<file path="config.mk">
export PLATFORM = sky130hd
export DESIGN_NAME = life_cell_update
export DESIGN_NICKNAME = d
export VERILOG_FILES = /design/src/rtl/conway_pkg.sv /design/src/rtl/pipe_delay.sv /design/src/rtl/life_cell_update.sv
export SDC_FILE = /design/constraint.sdc
export NUM_CORES = 1
export LEC_CHECK = 0
export ABC_AREA = 1
export BUFFER_PORTS_ARGS = -buffer_cell sky130_fd_sc_hd__buf_2
export CELL_PAD_IN_SITES_DETAIL_PLACEMENT = 1
export CELL_PAD_IN_SITES_GLOBAL_PLACEMENT = 2
export CORE_ASPECT_RATIO = 1.1
export CORE_MARGIN = 8
export CORE_UTILIZATION = 28
export DETAILED_ROUTE_END_ITERATION = 10
export GPL_TIMING_DRIVEN = 0
export HOLD_SLACK_MARGIN = 0.03
export PLACE_DENSITY = 0.88
export SLEW_MARGIN = 20
export SYNTH_ARGS = -nofsm -noshare
export SYNTH_HDL_FRONTEND = slang
export SYNTH_SLANG_ARGS = --single-unit
export TNS_END_PERCENT = 1
</file>
<file path="constraint.sdc">
create_clock -name clk -period 8.6 [get_ports clk]
set_input_delay 0.86 -clock clk [delete_from_list [all_inputs] [get_ports clk]]
set_output_delay 0.86 -clock clk [all_outputs]
set_load 0.005 [all_outputs]
</file>
<file path="src/rtl/conway_pkg.sv">
// Shared constants and types for the Game of Life cell-update datapath.
package conway_pkg;
  localparam int NUM_MEMS   = 9;
  localparam int CENTRE_IDX = 4;

  // Indexed by live-neighbour count: bit n set means that count yields a live cell.
  localparam logic [8:0] BIRTH_MASK   = 9'b000001000;
  localparam logic [8:0] SURVIVE_MASK = 9'b000001100;

  typedef logic [NUM_MEMS-1:0] mem_vec_t;

  function automatic logic life_rule(input logic centre, input logic [3:0] n);
    logic [8:0] mask;
    mask = centre ? SURVIVE_MASK : BIRTH_MASK;
    return (n < 4'd9) ? mask[n] : 1'b0;
  endfunction
endpackage

</file>
<file path="src/rtl/pipe_delay.sv">
// Parameterised register chain with asynchronous active-low clear.
module pipe_delay #(
  parameter int WIDTH = 1,
  parameter int DEPTH = 1
) (
  input  logic             clk,
  input  logic             resetn,
  input  logic [WIDTH-1:0] d,
  output logic [WIDTH-1:0] q
);
  logic [WIDTH-1:0] stage [DEPTH];

  always_ff @(posedge clk or negedge resetn) begin
    if (!resetn) begin
      for (int i = 0; i < DEPTH; i++) stage[i] <= '0;
    end else begin
      stage[0] <= d;
      for (int i = 1; i < DEPTH; i++) stage[i] <= stage[i-1];
    end
  end

  assign q = stage[DEPTH-1];
endmodule

</file>
<file path="src/rtl/life_cell_update.sv">
// Next-generation evaluation of one cell per cycle with aligned back-buffer write.
// Frame statistics (population/generation/frame_done) are built only with CONWAY_STATS_EN.
module life_cell_update
  import conway_pkg::*;
#(
  parameter int ADDR_WIDTH   = 2,
  parameter int READ_LATENCY = 1,
  parameter int POP_WIDTH    = 16,
  parameter int GEN_WIDTH    = 16
) (
  input  logic                  clk,
  input  logic                  resetn,
  input  logic                  enable,
  input  logic [8:0]            read_enable,
  input  logic [8:0]            write_enable_in,
  input  logic [ADDR_WIDTH-1:0] write_addr_in,
  input  logic                  frame_buffer_select_in,
  input  logic [8:0]            read_data,
  output logic [8:0]            write_enable_out,
  output logic [ADDR_WIDTH-1:0] write_addr_out,
  output logic                  write_data,
  output logic                  frame_buffer_select_out,
  output logic [POP_WIDTH-1:0]  population,
  output logic [GEN_WIDTH-1:0]  generation,
  output logic                  frame_done
);
  localparam int BW = 1 + 2*NUM_MEMS + ADDR_WIDTH + 1;

  logic [BW-1:0]         bundle_in;
  logic [BW-1:0]         bundle_d;
  logic                  valid_d;
  mem_vec_t              re_d;
  mem_vec_t              we_d;
  logic [ADDR_WIDTH-1:0] addr_d;
  logic                  fbs_d;

  assign bundle_in = {enable, read_enable, write_enable_in, write_addr_in, frame_buffer_select_in};

  // Control rides alongside the memory read so it lines up with read_data.
  pipe_delay #(.WIDTH(BW), .DEPTH(READ_LATENCY)) u_issue_dly (
    .clk    (clk),
    .resetn (resetn),
    .d      (bundle_in),
    .q      (bundle_d)
  );

  assign {valid_d, re_d, we_d, addr_d, fbs_d} = bundle_d;

  mem_vec_t   masked;
  mem_vec_t   nbr;
  logic       centre;
  logic [3:0] n_live;
  logic       next_state;

  always_comb begin
    masked = read_data & re_d;
    nbr    = masked & ~we_d;
    centre = |(masked & we_d);
    n_live = '0;
    for (int i = 0; i < NUM_MEMS; i++) n_live = n_live + 4'(nbr[i]);
    next_state = life_rule(centre, n_live);
  end

  always_ff @(posedge clk or negedge resetn) begin
    if (!resetn) begin
      write_enable_out        <= '0;
      write_addr_out          <= '0;
      write_data              <= 1'b0;
      frame_buffer_select_out <= 1'b0;
    end else if (valid_d) begin
      write_enable_out        <= we_d;
      write_addr_out          <= addr_d;
      write_data              <= next_state;
      frame_buffer_select_out <= fbs_d;
    end else begin
      write_enable_out <= '0;
    end
  end

`ifdef CONWAY_STATS_EN
  logic                 seen_first;
  logic                 prev_fbs;
  logic [POP_WIDTH-1:0] acc;
  logic                 frame_end;

  assign frame_end = valid_d && seen_first && (fbs_d != prev_fbs);

  always_ff @(posedge clk or negedge resetn) begin
    if (!resetn) begin
      seen_first <= 1'b0;
      prev_fbs   <= 1'b0;
      acc        <= '0;
      population <= '0;
      generation <= '0;
      frame_done <= 1'b0;
    end else begin
      frame_done <= 1'b0;
      if (valid_d) begin
        seen_first <= 1'b1;
        prev_fbs   <= fbs_d;
        if (frame_end) begin
          population <= acc;
          acc        <= {{(POP_WIDTH-1){1'b0}}, next_state};
          generation <= generation + 1'b1;
          frame_done <= 1'b1;
        end else if (next_state && acc != '1) begin
          acc <= acc + 1'b1;
        end
      end
    end
  end
`else
  assign population = '0;
  assign generation = '0;
  assign frame_done = 1'b0;
`endif
endmodule

</file>
* After elaboration in Yosys (flattened, before gate mapping)
Index checks and enable logic that the tools add are counted.
** Operators by class
- Add/sub/neg operators :: 8
- Multiplexer cells :: 5
- Bitwise operators :: 4
- Reductions and logical operators :: 1
- $lt $le $gt $ge :: 2
** Operator list (count)
- bitwise AND 9 bit :: 3
- adder 4 x 1 -> 4 bit :: 5
- 2-to-1 mux 9 bit :: 1
- inverter 9 bit :: 1
- OR reduction 9 bit :: 1
- less-than comparator 4 x 5 -> 1 bit, second input constant :: 1
- adder 3 x 1 -> 4 bit :: 1
- binary-select mux 1 bit (select 4 bit) :: 1
- less-than comparator 4 bit, second input constant :: 1
- adder 2 x 1 -> 3 bit :: 1
- 2-to-1 mux 3 bit :: 1
- adder 1 x 1 -> 2 bit :: 1
- 2-to-1 mux 1 bit :: 2
** Storage, ports and cells
- Register bits :: 35
- Input bits :: 33
- Output and inout port bits :: 46
- Logic and storage cells :: 25

* Logic depth before layout (Yosys ltp)
Gate-level depths: netlist (run 1).
- Depth after elaboration :: 13
- Gate-level depth with buffers :: 12
- Depth with buffers taken out :: 12

* By module
From an unflattened synthesis (run 1), not the netlist that was laid out.
** Second synthesis, totals
- Cells, all modules :: 150
- Area, all modules :: 1562.7 um2
** By module, submodules not included
- life_cell_update :: sequential area each 325.3 um2, area an instance 1012.2 um2, cells each 128, instances 1
- pipe_delay :: sequential area each 550.5 um2, area an instance 550.5 um2, cells each 22, instances 1

* Least setup slack after synthesis (run 1)
No wires, ideal clock.
- Path type :: input to register
- From :: input port read_data[1]
- To :: register write_data
- Path buffers :: 0
- Stages :: 11
- Path slack :: 4.829 ns
- Arrival time :: 3.706 ns
- Required time :: 8.535 ns
- Cells stage by stage :: nand2_1 -> nor2_1 -> fa_1 -> fa_1 -> fa_1 -> fa_1 -> fa_1 -> nand3_1 -> a21oi_2 -> nand2_1 -> nand2_1
** Between the ends
- Cells in the longest elaborated chain, start to end :: 13
- Elaborated cells between the ends (all ways) :: 17
- Those cells by class :: add/sub (8); order compare (1); mux (4); bitwise (3); reduce/logical (1)
** RTL lines
- start: declaration :: line life_cell_update.sv:18 : input logic [8:0] read_data,
- bitwise AND 9 bit * :: line life_cell_update.sv:56 : masked = read_data & re_d;
- bitwise AND 9 bit :: line life_cell_update.sv:57 : nbr = masked & ~we_d;
- adder 1 x 1 -> 2 bit :: line life_cell_update.sv:60 : for (int i = 0; i < NUM_MEMS; i++) n_live = n_live + 4'(nbr[i]);
- adder 2 x 1 -> 3 bit :: line life_cell_update.sv:60
- adder 3 x 1 -> 4 bit :: line life_cell_update.sv:60
- adder 4 x 1 -> 4 bit (5 in a row) :: line life_cell_update.sv:60
- binary-select mux 1 bit (select 4 bit) :: line conway_pkg.sv:15 : return (n < 4'd9) ? mask[n] : 1'b0;
- 2-to-1 mux 1 bit (not written as such) :: line conway_pkg.sv:15
- 2-to-1 mux 1 bit * :: line conway_pkg.sv:15
- end signal: assignment :: line life_cell_update.sv:73 : write_data <= next_state;
- end: declaration :: line life_cell_update.sv:21 : output logic write_data,
Every way passes the cells marked *; elsewhere a longest branch is shown, timed or not. The select of a mux whose other input is x is not followed.
A chain may end at the register's enable or synchronous reset.

* Worst setup path in the final report (run 1)
- From :: input port read_data[0]
- To :: register write_data
Same word-level chain as after synthesis.

==> impl_metrics.py, run 1 <==
metrics = {
    "status": {
        "status": "finished, final reports clean",
    },
    "final_layout": {
        "num-fill-cells": 675,
        "drive_gt1_share_pct": 37.0,
        "final_core_util_pct": 38.6,
        "stdcell_area_um2": 2080,
        "syn_to_final_growth_pct": 33.3,
        "fin_nets": 274,
        "antenna_cells": 0,
        "regArea_um2": 876,
        "multi_input_area_um2": 503,
    },
    "worst_setup_path": {
        "cpMostUsedCell": "fa_1",
        "critical_path_class": "in -> reg",
        "required_ns": 8.82,
        "arrival_ns": 4.00,
        "cp-start-kind": "input pin",
        "crit_buf_inv": 1,
        "slowest_stage": "fa_1",
        "crit_family": "adder cells",
        "crit_fanout": 2,
        "critical_path.endpoint_type": "flip-flop",
        "crit_chain": "buf_2, nand2_1, nor2_1, fa_1, fa_1, fa_1, fa_1, fa_1, nand3_1, a21oi_2, nand2_1, nand2_1",
        "cp_slowest_stage_delay_ns": 0.53,
    },
    "synthesis": {
        "synthFlopType": "dfrtp_1",
        "yosysTopAreaCell": "dfrtp_1",
        "synthMuxAreaShare_pct": 0,
        "synth.area.top_cells": "dfrtp_1, buf_4, nand2_1",
        "ys_async_sr_fraction_pct": 100,
        "syn_inst": 150,
        "synth_edf_count": 0,
        "synthAdderAreaFrac_pct": 8.01,
        "syn_area_um2": 1560,
        "netlist-cell-type-count": 12,
        "synth_xor_area_share_pct": 0,
        "seq_area_frac_synth_pct": 56.0,
        "synthTopCellsByCount": "nand2_1, dfrtp_1, buf_4, inv_1, nor2_1",
        "yosysTopAreaCellShare_pct": 56.0,
        "yosys_warnings": 0,
        "synth_top_family_by_area": "buffers and inverters",
        "synth_area_per_cell_um2": 10.4,
        "synth_compound_area_share_pct": 1.28,
        "yosysMostFrequentCell": "nand2_1",
        "ys_seq_elements": 35,
        "synth_simple_gate_area_share_pct": 15.0,
    },
    "power": {
        "p_int_mw": 0.259,
        "switching_share_pct": 24.6,
        "p_per_area_nw_per_um2": 165,
        "ir_worst_vdd_mv": 0.0745,
        "seq_power_share_pct": 52.2,
        "report.power.total_mw": 0.343,
        "switchingPower_mw": 0.0844,
        "power_frac_comb_pct": 15.5,
        "clkPwrFrac_pct": 32.4,
        "p_leak_nw": 1.24,
    },
    "placement": {
        "port_buffers": 45,
        "place.gp.congestion": 0.713,
        "dp_hpwl_um": 2940,
        "place_area_um2": 2000,
    },
    "die": {
        "io_pins": 79,
        "dieWidth_um": 87.2,
        "die-height_um": 94.4,
        "core-area_um2": 5400,
        "dieArea_um2": 8230,
        "std_cell_rows": 28,
        "start_util_pct": 29.0,
    },
    "global_route": {
        "grt-ovfl-total": 0,
        "grt_util_met3_pct": 4.52,
        "grt_use_met2_pct": 16.4,
        "antenna_found_initial": 0,
        "grt_pass1_vias": 1298,
        "grt_most_used_layer": "met2",
        "grt_max_degree": 36,
        "grt_pass1_wl_um": 6130,
        "grt_usage_pct": 9.63,
        "met1_usage_pct": 10.4,
    },
    "sta": {
        "period_share_pct": 44.0,
        "tns_ns": 0,
        "grt_setup_unrepaired": "false",
        "hold_viol": 0,
        "final-setup-viol-count": 0,
        "slew_viol_final": 0,
        "fin_worst_skew_ns": 0.00277,
        "slew_headroom_pct": 48.5,
        "worst_pin_slew_ns": 0.772,
        "timing.fmax_mhz": 264,
        "min_period_ns": 3.78,
    },
    "clock_network": {
        "postCtsSetupBuffers": 0,
        "cts_buffers": 5,
        "clk_pin_slew_ns": 0.07,
        "cts_sinks": 35,
        "clockBufferDepth": 2,
        "cts_htree_levels": 2,
        "clk_latency_ns": 0.28,
        "post_cts_resized": 0,
        "clockRootBuffer": "clkbuf_8",
        "cts_hold_buffers": 0,
        "tritoncts": "yes",
    },
    "route": {
        "drt-wirelength-per-cell_um": 11.3,
        "remaining_drc_errors": 0,
        "ant_nets": 0,
        "vias": 1121,
        "vias_per_cell": 3.62,
        "firstDrtPassIters": 4,
        "drt_iter0_markers": 17,
        "wirelength_um": 3500,
    },
    "flow_run": {
        "cap_violations": 0,
    },
    "hold_path": {
        "hold_path_class": "reg -> reg",
    },
}
[final cells by class]
cell class                 count  share of cell area [%]
inverter                      13                    2.34
timing repair buffer          45                    10.8
buffer                        34                    12.3
clock inverter                 1                   0.240
multi-input combinational    100                    24.1
sequential                    35                    42.0
clock buffer                   7                    3.66
tap                           75                    4.50
[kinds of logic after synthesis]
group,count (synthesis)
AND/OR/NAND/NOR,58
buffers and inverters,47
flip-flops,35
adder cells (fa/ha/maj),7
AO/OA/AOI/OAI,2
other,1
[sequential cells by signal, summed over array words and instances, names as in the netlist]
name                     count
write_addr_out               2
write_enable_out             9
frame_buffer_select_out      1
write_data                   1
u_issue_dly.q               22
[worst register-to-register path, stage by stage (launching register included)]
cell and delay [ns]:
dfrtp_1 0.39, nor2_1 0.21, fa_1 0.45, fa_1 0.52, fa_1 0.53, fa_1 0.48
fa_1 0.51, nand3_1 0.09, a21oi_2 0.11, nand2_1 0.07, nand2_1 0.05
[routing by layer]
metal  vias up  wire length [um]
met2        45              1760
met1       519              1390
met3         4               327
met4         0                26
li1        553                 -
met5         -                 0
[power groups by stage]
stage                     Clock (mW)  Sequential, mW  Combinational (mW)
after floorplan                    0           0.182              0.0319
after global placement             0           0.182              0.0517
after detailed placement           0           0.182              0.0537
after CTS                      0.117           0.179              0.0541
after global routing           0.125           0.181              0.0618
final                          0.111           0.179              0.0530
[cell usage in the layout (no fill, tap or decap)]
cell type	count
buf_2	45
nand2_1	36
dfrtp_1	35
buf_4	34
conb_1	33
inv_1	13
nor2_1	11
nand3_1	10
fa_1	5
clkbuf_8	5
ha_1	2
clkbuf_1	2
o21bai_2	1
nand3b_1	1
a21oi_2	1
clkinv_2	1
[per-stage QoR]
stage	hold slack [ns]	worst slack (ns)	cells
after CTS	0.460	4.80	310
after global placement	0.435	4.56	302
after global routing	0.481	4.64	310
after detailed placement	0.444	4.52	302
final	0.453	4.82	310
after floorplan	0.425	4.83	182
[final timing paths]
kind,from,end,slack [ns],cells past startpoint
setup reg to reg,u_issue_dly.q[3],write_data,5.12,10
min in group asynchronous,resetn,u_issue_dly.q[8],0.66,1
setup / recovery,read_data[0],write_data,4.82,12
hold / removal,u_issue_dly.q[0],frame_buffer_select_out,0.45,2
hold reg to reg,u_issue_dly.q[0],frame_buffer_select_out,0.45,2
max in group asynchronous,resetn,write_addr_out[1],7.46,1
Note: power is estimated with default switching activity, not from simulation.
==> run 2, diff against run 1 <==
CORE_UTILIZATION = 26   (was 28)
PLACE_DENSITY = 0.83   (was 0.88)
clock period = 3.5 ns   (was 8.6 ns; I/O delays follow)
==> impl_metrics.py, run 2 (synthesis gave the netlist of run 1 again) <==
metrics = {
    "worst_setup_path": {
        "cpMostUsedCell": "fa_1",
        "critical_path.endpoint_type": "flip-flop",
        "slowest_stage": "fa_1",
        "arrival_ns": 3.47,
        "crit_family": "adder cells",
        "critical_path_class": "reg -> reg",
        "crit_chain": "nand2_1, nor2_2, fa_1, fa_1, fa_1, fa_2, fa_1, nand3_1, a21oi_2, nand2_1, nand2_1",
        "required_ns": 3.73,
        "crit_buf_inv": 0,
        "cp-start-kind": "flip-flop",
        "cp_slowest_stage_delay_ns": 0.55,
        "crit_fanout": 2,
    },
    "clock_network": {
        "clockRootBuffer": "clkbuf_8",
        "cts_hold_buffers": 0,
        "cts_htree_levels": 2,
        "post_cts_resized": 0,
        "cts_buffers": 5,
        "clockBufferDepth": 2,
        "cts_sinks": 35,
        "tritoncts": "yes",
        "clk_pin_slew_ns": 0.07,
        "clk_latency_ns": 0.28,
        "postCtsSetupBuffers": 0,
    },
    "power": {
        "report.power.total_mw": 0.992,
        "p_leak_nw": 1.26,
        "p_per_area_nw_per_um2": 463,
        "ir_worst_vdd_mv": 0.181,
    },
    "route": {
        "wirelength_um": 3540,
        "vias": 1105,
        "drt_iter0_markers": 32,
        "drt-wirelength-per-cell_um": 11.3,
        "vias_per_cell": 3.54,
        "ant_nets": 0,
        "remaining_drc_errors": 0,
        "firstDrtPassIters": 4,
    },
    "sta": {
        "fin_worst_skew_ns": 0.00730,
        "min_period_ns": 3.25,
        "timing.fmax_mhz": 308,
        "hold_viol": 0,
        "slew_headroom_pct": 48.9,
        "grt_setup_unrepaired": "false",
        "period_share_pct": 92.7,
        "final-setup-viol-count": 0,
        "slew_viol_final": 0,
        "worst_pin_slew_ns": 0.767,
    },
    "final_layout": {
        "multi_input_area_um2": 510,
        "fin_nets": 274,
        "final_common_cell": "buf_2",
        "layoutNonFillerInstCount": 312,
        "syn_to_final_growth_pct": 37.2,
        "regArea_um2": 876,
        "drive_gt1_share_pct": 38.7,
        "num-fill-cells": 696,
        "antenna_cells": 0,
        "largest_reg_flops": 22,
        "mostFrequentLayoutCells": "buf_2, nand2_1, dfrtp_1",
        "stdcell_area_um2": 2140,
    },
    "die": {
        "start_util_pct": 26.9,
        "dieWidth_um": 89.9,
        "die-height_um": 97.3,
        "io_pins": 79,
        "dieArea_um2": 8750,
        "core-area_um2": 5810,
        "std_cell_rows": 29,
    },
    "placement": {
        "post-place-cells": 304,
        "port_buffers": 45,
        "place.gp.congestion": 0.697,
        "dp_hpwl_um": 2980,
        "place_area_um2": 2000,
    },
    "global_route": {
        "grt_max_degree": 36,
        "grt_usage_pct": 8.71,
        "antenna_found_initial": 0,
        "grt_pass1_wl_um": 5980,
        "grt_pass1_vias": 1263,
        "grt-ovfl-total": 0,
    },
    "hold_path": {
        "hold_path_class": "in -> async",
    },
    "status": {
        "status": "finished, final reports clean",
    },
    "flow_run": {
        "cap_violations": 0,
    },
}
run 2: changes by cell type in the layout (fill, tap and decap cells not counted), sizes merged:
cell and delta:
bufinv +2, clkbuf -1, clkinv -1
run 2: metal layers:
metal / track usage, % / vias up / wire length, um
met5: 0 / - / 0
met4: 3.08 / 0 / 51
met3: 4.87 / 5 / 322
met2: 15.9 / 46 / 1830
met1: 7.87 / 500 / 1340
li1: - / 554 / -
run 2: report_power, final:
part | internal, mW | switching, mW | total (mW)
clock | 0.285 | 0.139 | 0.423
combinational | 0.0673 | 0.0620 | 0.129
sequential | 0.428 | 0.0116 | 0.440
total | 0.780 | 0.212 | 0.992
run 2: cell type report:
class                   count  share of cell area (%)
plain buffers              34                    11.9
clock buffers               6                    3.38
clock inverters             2                    2.80
inverters                  13                    2.28
multi-input cells         100                    23.8
flip-flops and latches     35                    40.8
well taps                  77                    4.49
repair buffers             45                    10.5
run 2: worst paths after layout:
check | start | to | slack, ns | depth (start not counted)
max | u_issue_dly.q[12] | write_data | 0.25 | 11
min | resetn | write_enable_out[3] | 0.14 | 1
max reg2reg | u_issue_dly.q[12] | write_data | 0.25 | 11
min reg2reg | u_issue_dly.q[1] | write_addr_out[0] | 0.45 | 2
max in group asynchronous | resetn | u_issue_dly.q[20] | 2.87 | 1
min in group clk | read_enable[7] | u_issue_dly.q[19] | 0.17 | 1
run 2: metrics by stage:
step | hold WS [ns] | TNS (ns) | worst slack (ns) | util (%)
floorplan | 0.0544 | 0 | 0.237 | -
global placement | 0.438 | -0.0272 | -0.0272 | 34.5
detailed placement | 0.437 | -0.0547 | -0.0547 | 34.5
CTS | 0.154 | 0 | 0.00975 | 36.8
global route | 0.142 | 0 | 0.0591 | 36.9
finish | 0.144 | 0 | 0.254 | 36.9
==> run 3, diff against run 2 <==
REMOVE_ABC_BUFFERS = 1   (was not set)
==> impl_metrics.py, run 3 (synthesis gave the netlist of run 1 again) <==
metrics = {
    "global_route": {
        "grt_usage_pct": 8.29,
        "grt_pass1_wl_um": 5690,
        "grt_pass1_vias": 1130,
        "grt-ovfl-total": 0,
        "grt_max_degree": 36,
        "antenna_found_initial": 0,
    },
    "placement": {
        "place.gp.congestion": 0.703,
        "dp_hpwl_um": 2780,
        "post-place-cells": 270,
        "place_area_um2": 1750,
        "port_buffers": 45,
    },
    "final_layout": {
        "layoutNonFillerInstCount": 277,
        "final_core_util_pct": 31.8,
        "stdcell_area_um2": 1840,
        "multi_input_area_um2": 510,
        "num-fill-cells": 702,
        "regArea_um2": 876,
        "largest_reg_flops": 22,
        "mostFrequentLayoutCells": "buf_2, nand2_1, dfrtp_1",
        "fin_nets": 240,
        "antenna_cells": 0,
        "final_common_cell": "buf_2",
        "syn_to_final_growth_pct": 18.0,
        "drive_gt1_share_pct": 28.5,
    },
    "route": {
        "drt_iter0_markers": 15,
        "remaining_drc_errors": 0,
        "vias_per_cell": 3.63,
        "ant_nets": 0,
        "firstDrtPassIters": 2,
        "drt-wirelength-per-cell_um": 12.4,
        "vias": 1005,
        "wirelength_um": 3430,
    },
    "worst_setup_path": {
        "ff2ff_setup_slack_ns": 0.19,
        "worstRegToRegCells": 11,
        "critical_path_class": "reg -> reg",
        "crit_fanout": 2,
        "r2r-end": "write_data",
        "critical_path.endpoint_type": "flip-flop",
        "required_ns": 3.73,
        "r2r-start": "u_issue_dly.q[12]",
        "arrival_ns": 3.54,
        "cp-start-kind": "flip-flop",
    },
    "clock_network": {
        "cts_sinks": 35,
        "cts_htree_levels": 2,
        "tritoncts": "yes",
        "postCtsSetupBuffers": 0,
        "clockRootBuffer": "clkbuf_8",
        "cts_buffers": 5,
        "clk_pin_slew_ns": 0.06,
        "clk_latency_ns": 0.29,
        "clockBufferDepth": 2,
    },
    "sta": {
        "timing.fmax_mhz": 302,
        "worst_pin_slew_ns": 0.807,
        "grt_setup_unrepaired": "false",
        "final-setup-viol-count": 0,
        "hold_viol": 0,
        "period_share_pct": 94.6,
        "fin_worst_skew_ns": 0.00560,
        "slew_headroom_pct": 46.2,
        "slew_viol_final": 0,
        "min_period_ns": 3.31,
    },
    "die": {
        "io_pins": 79,
        "dieArea_um2": 8750,
        "die-height_um": 97.3,
        "core-area_um2": 5810,
        "start_util_pct": 26.9,
        "dieWidth_um": 89.9,
        "std_cell_rows": 29,
    },
    "power": {
        "p_per_area_nw_per_um2": 452,
        "ir_worst_vdd_mv": 0.160,
        "p_leak_nw": 1.06,
    },
    "flow_run": {
        "cap_violations": 0,
    },
    "status": {
        "status": "finished, final reports clean",
    },
    "hold_path": {
        "hold_path_class": "in -> async",
    },
}
## run 3: changes by cell type in the layout (fill, tap and decap cells not counted), sizes merged
cell	change
buf	-34
clkinv	+1
bufinv	-2
## run 3: final cells by class
| class | instances | area share (%) |
|---|---|---|
| clock buffers | 6 | 4.48 |
| clock inverters | 1 | 0.271 |
| flip-flops and latches | 35 | 47.5 |
| well taps | 77 | 5.22 |
| inverters | 13 | 2.65 |
| repair buffers | 45 | 12.2 |
| multi-input cells | 100 | 27.7 |
## run 3: what timing repair did
item | CTS | global route
hold endpoints to repair | 0 | 0
gates resized for setup | 2 | 1
hold buffers | 0 | 0
pin swaps | 1 | 1
endpoints found under the setup margin | 1 | 1
## run 3: per-stage QoR
stage / power (mW) / setup WS (ns) / TNS [ns] / hold WS, ns
2_1_floorplan: 0.498 / 0.226 / 0 / 0.0544
3_3_place_gp: 0.546 / -0.0483 / -0.0483 / 0.434
3_5_place_dp: 0.550 / -0.124 / -0.124 / 0.438
4_1_cts: 0.846 / 0.0275 / 0 / 0.160
5_1_grt: 0.880 / 0.0483 / 0 / 0.150
6_report: 0.833 / 0.189 / 0 / 0.150
## run 3: worst max-delay path, cell delays in order (launching register included)
cell and delay [ns]:
dfrtp_1 0.38, nand2_1 0.08, nor2_2 0.05, fa_1 0.56, fa_1 0.44, fa_1 0.49, fa_2 0.42, fa_1 0.49
nand3_1 0.09, a21oi_2 0.13, nand2_1 0.08, nand2_1 0.06
## run 3: worst max path at each step
stage / startpoint / end / slack, ns / cells past startpoint
after floorplan: u_issue_dly.q[4] / write_data / 0.23 / 10
after global placement: read_data[1] / write_data / -0.05 / 12
after detailed placement: read_data[1] / write_data / -0.12 / 12
after CTS: u_issue_dly.q[12] / write_data / 0.03 / 11
after global routing: u_issue_dly.q[15] / write_data / 0.05 / 11
final: u_issue_dly.q[12] / write_data / 0.19 / 11
## run 3: power breakdown
group	leakage, nW	internal [mW]	switching [mW]
Clock	0.0470	0.154	0.137
Sequential	0.422	0.428	0.0138
Combinational	0.590	0.0436	0.0555
Total	1.06	0.626	0.207
## run 3: metal layers
layer	vias up	GRT usage [%]	part of all wire [%]
met5	-	0	0
met4	0	3.46	1.5
met3	5	4.71	9.4
met2	36	14.2	53
met1	478	7.96	36
li1	486	-	-
